$ cat config.mk
export PLATFORM = sky130hd
export DESIGN_NAME = lock_sequencer_flat
export DESIGN_NICKNAME = d
export VERILOG_FILES = /design/src/rtl/canal_pkg.sv /design/src/rtl/lock_sequencer_if.sv /design/src/rtl/lock_timer.sv /design/src/rtl/lock_sequencer.sv /design/src/flat_wrapper.sv
export SDC_FILE = /design/constraint.sdc
export NUM_CORES = 1
export LEC_CHECK = 0
export CAP_MARGIN = 30
export CORE_MARGIN = 3
export CORE_UTILIZATION = 60
export CTS_CLUSTER_SIZE = 30
export DETAILED_ROUTE_END_ITERATION = 16
export GPL_ROUTABILITY_DRIVEN = 0
export GPL_TIMING_DRIVEN = 0
export PLACE_DENSITY = 0.84
export SYNTH_ARGS = -nofsm -noshare
export SYNTH_HDL_FRONTEND = slang
export SYNTH_SLANG_ARGS = --single-unit
$ cat constraint.sdc
create_clock -name clk -period 3.95 [get_ports clk]
set_input_delay 0.79 -clock clk [delete_from_list [all_inputs] [get_ports clk]]
set_output_delay 0.79 -clock clk [all_outputs]
set_load 0.02 [all_outputs]
$ cat src/rtl/canal_pkg.sv
// Shared types and default timing constants for the canal-lock pipeline
// (lock sequencer and water-level stage).
package canal_pkg;

    typedef enum logic [2:0] {
        LOW_IDLE,
        LOW_OPEN,
        RAISING,
        HIGH_IDLE,
        HIGH_OPEN,
        LOWERING,
        FAULT
    } lock_state_t;

    typedef enum logic {
        LOW,
        HIGH
    } side_t;

    localparam int unsigned GATE_MIN_DEF      = 20;
    localparam int unsigned GATE_TIMEOUT_DEF  = 200;
    localparam int unsigned WATER_TIMEOUT_DEF = 127;
    localparam int unsigned CW_DEF            = 8;

endpackage

$ cat src/rtl/lock_sequencer_if.sv
// Boat requests, water-stage handshake and gate/status outputs of the lock sequencer.
// master: the sequencer; slave: the surrounding environment / water stage.
interface lock_sequencer_if;

    logic boat_low;
    logic boat_high;
    logic boat_clear;
    logic water_high;
    logic water_low;
    logic w_up;
    logic w_down;
    logic gate_low_open;
    logic gate_high_open;
    logic occupied;
    logic timeout;
    logic fault;

    modport master (
        input  boat_low,
        input  boat_high,
        input  boat_clear,
        input  water_high,
        input  water_low,
        output w_up,
        output w_down,
        output gate_low_open,
        output gate_high_open,
        output occupied,
        output timeout,
        output fault
    );

    modport slave (
        output boat_low,
        output boat_high,
        output boat_clear,
        output water_high,
        output water_low,
        input  w_up,
        input  w_down,
        input  gate_low_open,
        input  gate_high_open,
        input  occupied,
        input  timeout,
        input  fault
    );

endinterface

$ cat src/rtl/lock_timer.sv
// Clearable, saturating up-counter shared between gate and water timing.
// Clear wins over enable; the count holds at all-ones instead of wrapping.
module lock_timer #(
    parameter int unsigned CW = 8
) (
    input  logic          clk,
    input  logic          reset,
    input  logic          i_clear,
    input  logic          i_enable,
    output logic [CW-1:0] o_count
);

    logic [CW-1:0] r_count;

    always_ff @(posedge clk) begin
        if (reset || i_clear) begin
            r_count <= '0;
        end else if (i_enable && (r_count != '1)) begin
            r_count <= r_count + 1'b1;
        end
    end

    assign o_count = r_count;

endmodule

$ cat src/rtl/lock_sequencer.sv
// Canal-lock sequencing FSM: serves boats at either side, drives the gates and
// issues one-cycle raise/lower commands to the downstream water-level stage.
module lock_sequencer
    import canal_pkg::*;
#(
    parameter int unsigned GATE_MIN      = GATE_MIN_DEF,
    parameter int unsigned GATE_TIMEOUT  = GATE_TIMEOUT_DEF,
    parameter int unsigned WATER_TIMEOUT = WATER_TIMEOUT_DEF,
    parameter int unsigned CW            = CW_DEF
) (
    input logic                clk,
    input logic                reset,
    lock_sequencer_if.master   bus
);

    localparam logic [CW-1:0] GATE_MIN_M1      = CW'(GATE_MIN - 1);
    localparam logic [CW-1:0] GATE_TIMEOUT_M1  = CW'(GATE_TIMEOUT - 1);
    localparam logic [CW-1:0] WATER_TIMEOUT_M1 = CW'(WATER_TIMEOUT - 1);

    lock_state_t r_state;
    lock_state_t w_state_nxt;
    side_t       r_last;
    side_t       w_last_nxt;
    logic        r_occ;
    logic        w_occ_nxt;
    logic        r_cleared;
    logic        w_cleared_nxt;
    logic        w_timeout_nxt;
    logic        w_clr_seen;
    logic        w_entry;
    logic        w_tmr_en;
    logic [CW-1:0] w_count;

    logic r_w_up;
    logic r_w_down;
    logic r_gate_low;
    logic r_gate_high;
    logic r_timeout;
    logic r_fault;

    // One timer, cleared on every state change, so each timed state starts from 0.
    lock_timer #(
        .CW (CW)
    ) u_timer (
        .clk      (clk),
        .reset    (reset),
        .i_clear  (w_entry),
        .i_enable (w_tmr_en),
        .o_count  (w_count)
    );

    always_comb begin
        w_state_nxt   = r_state;
        w_last_nxt    = r_last;
        w_occ_nxt     = r_occ;
        w_cleared_nxt = r_cleared;
        w_timeout_nxt = 1'b0;
        w_clr_seen    = r_cleared | bus.boat_clear;
        w_tmr_en      = (r_state == LOW_OPEN) || (r_state == HIGH_OPEN) ||
                        (r_state == RAISING)  || (r_state == LOWERING);

        unique case (r_state)
            LOW_IDLE: begin
                if (r_occ) begin
                    w_state_nxt = LOW_OPEN;
                end else if (bus.boat_low && (!bus.boat_high || r_last == HIGH)) begin
                    w_state_nxt = LOW_OPEN;
                end else if (bus.boat_high) begin
                    w_state_nxt = RAISING;
                end
            end
            HIGH_IDLE: begin
                if (r_occ) begin
                    w_state_nxt = HIGH_OPEN;
                end else if (bus.boat_high && (!bus.boat_low || r_last == LOW)) begin
                    w_state_nxt = HIGH_OPEN;
                end else if (bus.boat_low) begin
                    w_state_nxt = LOWERING;
                end
            end
            LOW_OPEN, HIGH_OPEN: begin
                // Only the first clear of a visit moves the boat in or out.
                if (bus.boat_clear && !r_cleared) begin
                    w_cleared_nxt = 1'b1;
                    w_occ_nxt     = ~r_occ;
                end
                if ((w_count >= GATE_MIN_M1) && w_clr_seen) begin
                    if (r_state == LOW_OPEN) begin
                        w_state_nxt = w_occ_nxt ? RAISING : LOW_IDLE;
                    end else begin
                        w_state_nxt = w_occ_nxt ? LOWERING : HIGH_IDLE;
                    end
                end else if ((w_count == GATE_TIMEOUT_M1) && !w_clr_seen) begin
                    w_timeout_nxt = 1'b1;
                    if (r_state == LOW_OPEN) begin
                        w_state_nxt = r_occ ? RAISING : LOW_IDLE;
                    end else begin
                        w_state_nxt = r_occ ? LOWERING : HIGH_IDLE;
                    end
                end
            end
            RAISING: begin
                if (bus.water_high) begin
                    w_state_nxt = HIGH_IDLE;
                end else if (w_count >= WATER_TIMEOUT_M1) begin
                    w_state_nxt = FAULT;
                end
            end
            LOWERING: begin
                if (bus.water_low) begin
                    w_state_nxt = LOW_IDLE;
                end else if (w_count >= WATER_TIMEOUT_M1) begin
                    w_state_nxt = FAULT;
                end
            end
            FAULT: begin
                w_state_nxt = FAULT;
            end
            default: begin
                w_state_nxt = LOW_IDLE;
            end
        endcase

        w_entry = (w_state_nxt != r_state);
        if (w_entry) begin
            w_cleared_nxt = 1'b0;
            if (w_state_nxt == LOW_OPEN) begin
                w_last_nxt = LOW;
            end else if (w_state_nxt == HIGH_OPEN) begin
                w_last_nxt = HIGH;
            end
        end
    end

    // Outputs are decoded from the next state so they are plain flops.
    always_ff @(posedge clk) begin
        if (reset) begin
            r_state     <= LOW_IDLE;
            r_last      <= HIGH;
            r_occ       <= 1'b0;
            r_cleared   <= 1'b0;
            r_w_up      <= 1'b0;
            r_w_down    <= 1'b0;
            r_gate_low  <= 1'b0;
            r_gate_high <= 1'b0;
            r_timeout   <= 1'b0;
            r_fault     <= 1'b0;
        end else begin
            r_state     <= w_state_nxt;
            r_last      <= w_last_nxt;
            r_occ       <= w_occ_nxt;
            r_cleared   <= w_cleared_nxt;
            r_w_up      <= w_entry && (w_state_nxt == RAISING);
            r_w_down    <= w_entry && (w_state_nxt == LOWERING);
            r_gate_low  <= (w_state_nxt == LOW_OPEN);
            r_gate_high <= (w_state_nxt == HIGH_OPEN);
            r_timeout   <= w_timeout_nxt;
            r_fault     <= (w_state_nxt == FAULT);
        end
    end

    assign bus.w_up           = r_w_up;
    assign bus.w_down         = r_w_down;
    assign bus.gate_low_open  = r_gate_low;
    assign bus.gate_high_open = r_gate_high;
    assign bus.occupied       = r_occ;
    assign bus.timeout        = r_timeout;
    assign bus.fault          = r_fault;

endmodule

$ cat src/flat_wrapper.sv
// flat-port wrapper written by rule: the top's interface ports become plain ports
module lock_sequencer_flat import canal_pkg::*;
#(
    parameter int unsigned GATE_MIN      = GATE_MIN_DEF,
    parameter int unsigned GATE_TIMEOUT  = GATE_TIMEOUT_DEF,
    parameter int unsigned WATER_TIMEOUT = WATER_TIMEOUT_DEF,
    parameter int unsigned CW            = CW_DEF
)
  (clk, reset, bus_boat_low, bus_boat_high, bus_boat_clear, bus_water_high, bus_water_low, bus_w_up, bus_w_down, bus_gate_low_open, bus_gate_high_open, bus_occupied, bus_timeout, bus_fault);
  lock_sequencer_if bus_i ();
  input logic clk;
  input logic reset;
  input wire logic [$bits(bus_i.boat_low)-1:0] bus_boat_low;
  input wire logic [$bits(bus_i.boat_high)-1:0] bus_boat_high;
  input wire logic [$bits(bus_i.boat_clear)-1:0] bus_boat_clear;
  input wire logic [$bits(bus_i.water_high)-1:0] bus_water_high;
  input wire logic [$bits(bus_i.water_low)-1:0] bus_water_low;
  output wire logic [$bits(bus_i.w_up)-1:0] bus_w_up;
  output wire logic [$bits(bus_i.w_down)-1:0] bus_w_down;
  output wire logic [$bits(bus_i.gate_low_open)-1:0] bus_gate_low_open;
  output wire logic [$bits(bus_i.gate_high_open)-1:0] bus_gate_high_open;
  output wire logic [$bits(bus_i.occupied)-1:0] bus_occupied;
  output wire logic [$bits(bus_i.timeout)-1:0] bus_timeout;
  output wire logic [$bits(bus_i.fault)-1:0] bus_fault;
  assign bus_i.boat_low = bus_boat_low;
  assign bus_i.boat_high = bus_boat_high;
  assign bus_i.boat_clear = bus_boat_clear;
  assign bus_i.water_high = bus_water_high;
  assign bus_i.water_low = bus_water_low;
  assign bus_w_up = bus_i.w_up;
  assign bus_w_down = bus_i.w_down;
  assign bus_gate_low_open = bus_i.gate_low_open;
  assign bus_gate_high_open = bus_i.gate_high_open;
  assign bus_occupied = bus_i.occupied;
  assign bus_timeout = bus_i.timeout;
  assign bus_fault = bus_i.fault;
  lock_sequencer #(.GATE_MIN(GATE_MIN), .GATE_TIMEOUT(GATE_TIMEOUT), .WATER_TIMEOUT(WATER_TIMEOUT), .CW(CW)) u_core (.clk(clk), .reset(reset), .bus(bus_i));
endmodule
==> impl_metrics.ini <==
[outcome]
outcome = finished clean

[die]
num_rows = 16
dieArea_um2 = 2860
fp.dieW_um = 53.5
fp.dieH_um = 53.5
initial_core_util = 0.662
io_pins = 14
coreArea_um2 = 2040

[final_layout]
fin_cells = 198
syn_to_final_growth_pct = 16.0
layout.nets = 183
diodes = 0
stdcell_area_um2 = 1570
drive_gt1_frac = 0.170

[flow_run]
cap_violations = 0

[clock_network]
clk_latency_ps = 300
cts_tree = yes
clockBufferDepth = 2
clk_pin_slew_ps = 110
cts_buffers = 3
h-tree-depth = 1
ctsResizeCount = 0
postCtsSetupBuffers = 0
cts_hold_buffers = 0
clock-sinks = 20
clock-root-buffer = clkbuf_4

[logic_synthesis]
synthArstFlopShare = 0
syn_area_um2 = 1350
synth_edf_count = 0
synthesis.nets = 165
yosysWarnings = 0
synth_top_area_frac = 0.296
synth_seq_cells = 20
yosysTopAreaCell = dfxtp_1
synth_top_flop_cell = dfxtp_1
synth_area_per_cell_um2 = 8.78
synth.area.top_cells = dfxtp_1, nor3_1, ha_1
synth_cell_type_count = 56
synth-seq-area-share = 0.296
netlist_instances = 154

[global_routing]
grt_max_degree = 13
antenna_found_initial = 0
grt_pass1_vias = 1222
grt_pass1_wl_um = 5530
gr-total-overflow = 0
grt.total_usage = 0.265

[timing]
finalHoldViolCount = 0
worstMarginPinSlew_ps = 659
fin_skew_ps = 7.60
setup_viol = 0
period_minus_slack_ps = 2830
fin_crit_sh = 0.716
finalMaxSlewViolations = 0
clock.fmax_mhz = 354
slew_headroom = 0.555
fin_tns_setup_ps = 0
rsz0062_at_grt = false

[route]
viasPerCell = 6.59
ant_nets = 0
drc = 0
routed_wl_um = 3310
firstDrtPassIters = 4
num_vias = 1304
wl_per_cell_um = 16.7
drt_iter0_markers = 66

[hold_path]
hp-class = flop to flop

[setup_path]
path_class = primary input to flop
required_ps = 4160
arrival_ps = 3040
crit_path_end_kind = flop
startpoint_type = primary input
path_max_fanout = 9

[power_and_ir_drop]
clock_power_share = 0.207
sw_frac_of_total = 0.392
power_switching_uw = 312
ir_drop_uv = 344
power.leakage_uw = 0.000560
seq_power_share = 0.322
p_comb_frac = 0.472
p_per_area_nw_per_um2 = 507
p_int_uw = 484

[placed_design]
numPortBuffers = 13
dp_hpwl_um = 2390
dpl_cell_area_um2 = 1520
dp.cells = 194
-- power by group through the flow --
stage	logic [uW]	clock network (uW)	registers, uW
2_1_floorplan	275	0	262
3_3_place_gp	356	0	256
3_5_place_dp	368	0	259
4_1_cts	370	168	255
5_1_grt	406	176	258
6_report	375	164	256
-- worst max-delay path: stages --
cell             delay [ps]
clkdlybuf4s50_1         470
o21ai_0                 350
o22ai_2                 210
o41ai_1                 660
o221ai_4                260
a2111oi_2               310
-- cell type report --
type                       count  area, um^2
clock inverter                 1        30.0
multi-input combinational    123         900
sequential                    20         400
timing repair buffer          13         130
buffer                         6        33.8
clock buffer                   3        22.5
inverter                       5        18.8
fill                         157         473
tap                           27        33.8
-- synth_stat cells (2+ instances only) --
master	n
a21oi_1	9
a221oi_1	2
a22oi_1	2
buf_2	3
buf_4	2
dfxtp_1	20
ha_1	4
inv_1	5
nand2_1	7
nand2b_1	6
nand3_1	3
nand4_1	3
nor2_1	11
nor3_1	15
nor3b_1	3
o21ai_0	8
o221a_2	2
o22a_1	2
or3_1	4
xnor2_1	4
xor2_1	4
-- metal layers --
| metal | share of wire | GRT usage | routed length (um) |
|---|---|---|---|
| met1 | 0.42 | 0.335 | 1400 |
| met2 | 0.46 | 0.410 | 1530 |
| met3 | 0.083 | 0.0732 | 274 |
| met4 | 0.032 | 0.128 | 106 |
| met5 | 0 | 0 | 0 |
-- path summary, 6_finish.rpt --
kind | to | slack [ps] | cells past startpoint | start
max | u_core.u_timer.o_count[1]$_SDFFE_PP0P_ | 1120 | 6 | bus_boat_clear
min | u_core.r_last$_SDFFE_PP1P_ | 550 | 2 | u_core.r_last$_SDFFE_PP1P_
max reg2reg | u_core.u_timer.o_count[1]$_SDFFE_PP0P_ | 1530 | 9 | u_core.r_state[0]$_SDFF_PP0_
min reg2reg | u_core.r_last$_SDFFE_PP1P_ | 550 | 2 | u_core.r_last$_SDFFE_PP1P_
-- layout by cell type (no fill, tap or decap), types with 4 or more instances in the layout --
master / n
clkdlybuf4s50_1: 13
dfxtp_1: 20
xor2_1: 4
nor2_1: 11
or3_1: 4
ha_1: 4
nor3_1: 15
a21oi_1: 9
xnor2_1: 4
inv_1: 5
nand2_1: 7
o21ai_0: 8
nand2b_1: 6
-- cells by family after synthesis --
family | count (synthesis) | synth area share
fa+ha+maj | 4 | 0.0370
xor+xnor | 8 | 0.0518
compound gates | 45 | 0.283
buf+inv | 11 | 0.0388
flops | 20 | 0.296
simple gates | 66 | 0.293
-- stage by stage --
stage          hold WS, ps   util  worst slack [ps]  total power, uW
6_report               551  0.768              1120              795
5_1_grt                590  0.768               992              840
4_1_cts                539  0.768              1140              793
3_5_place_dp           523  0.743               887              627
3_3_place_gp           523  0.743              1040              612
2_1_floorplan          467      -              1680              537
-- sequential cells by signal, indices dropped and copies added, names as in the netlist --
signal	flops
u_core.r_last	1
u_core.bus.gate_low_open	1
u_core.bus.gate_high_open	1
u_core.r_state	3
u_core.bus.w_up	1
u_core.bus.occupied	1
u_core.bus.w_down	1
u_core.u_timer.o_count	8
u_core.bus.fault	1
u_core.r_cleared	1
u_core.bus.timeout	1
Note: power is estimated with default switching activity, not from simulation.
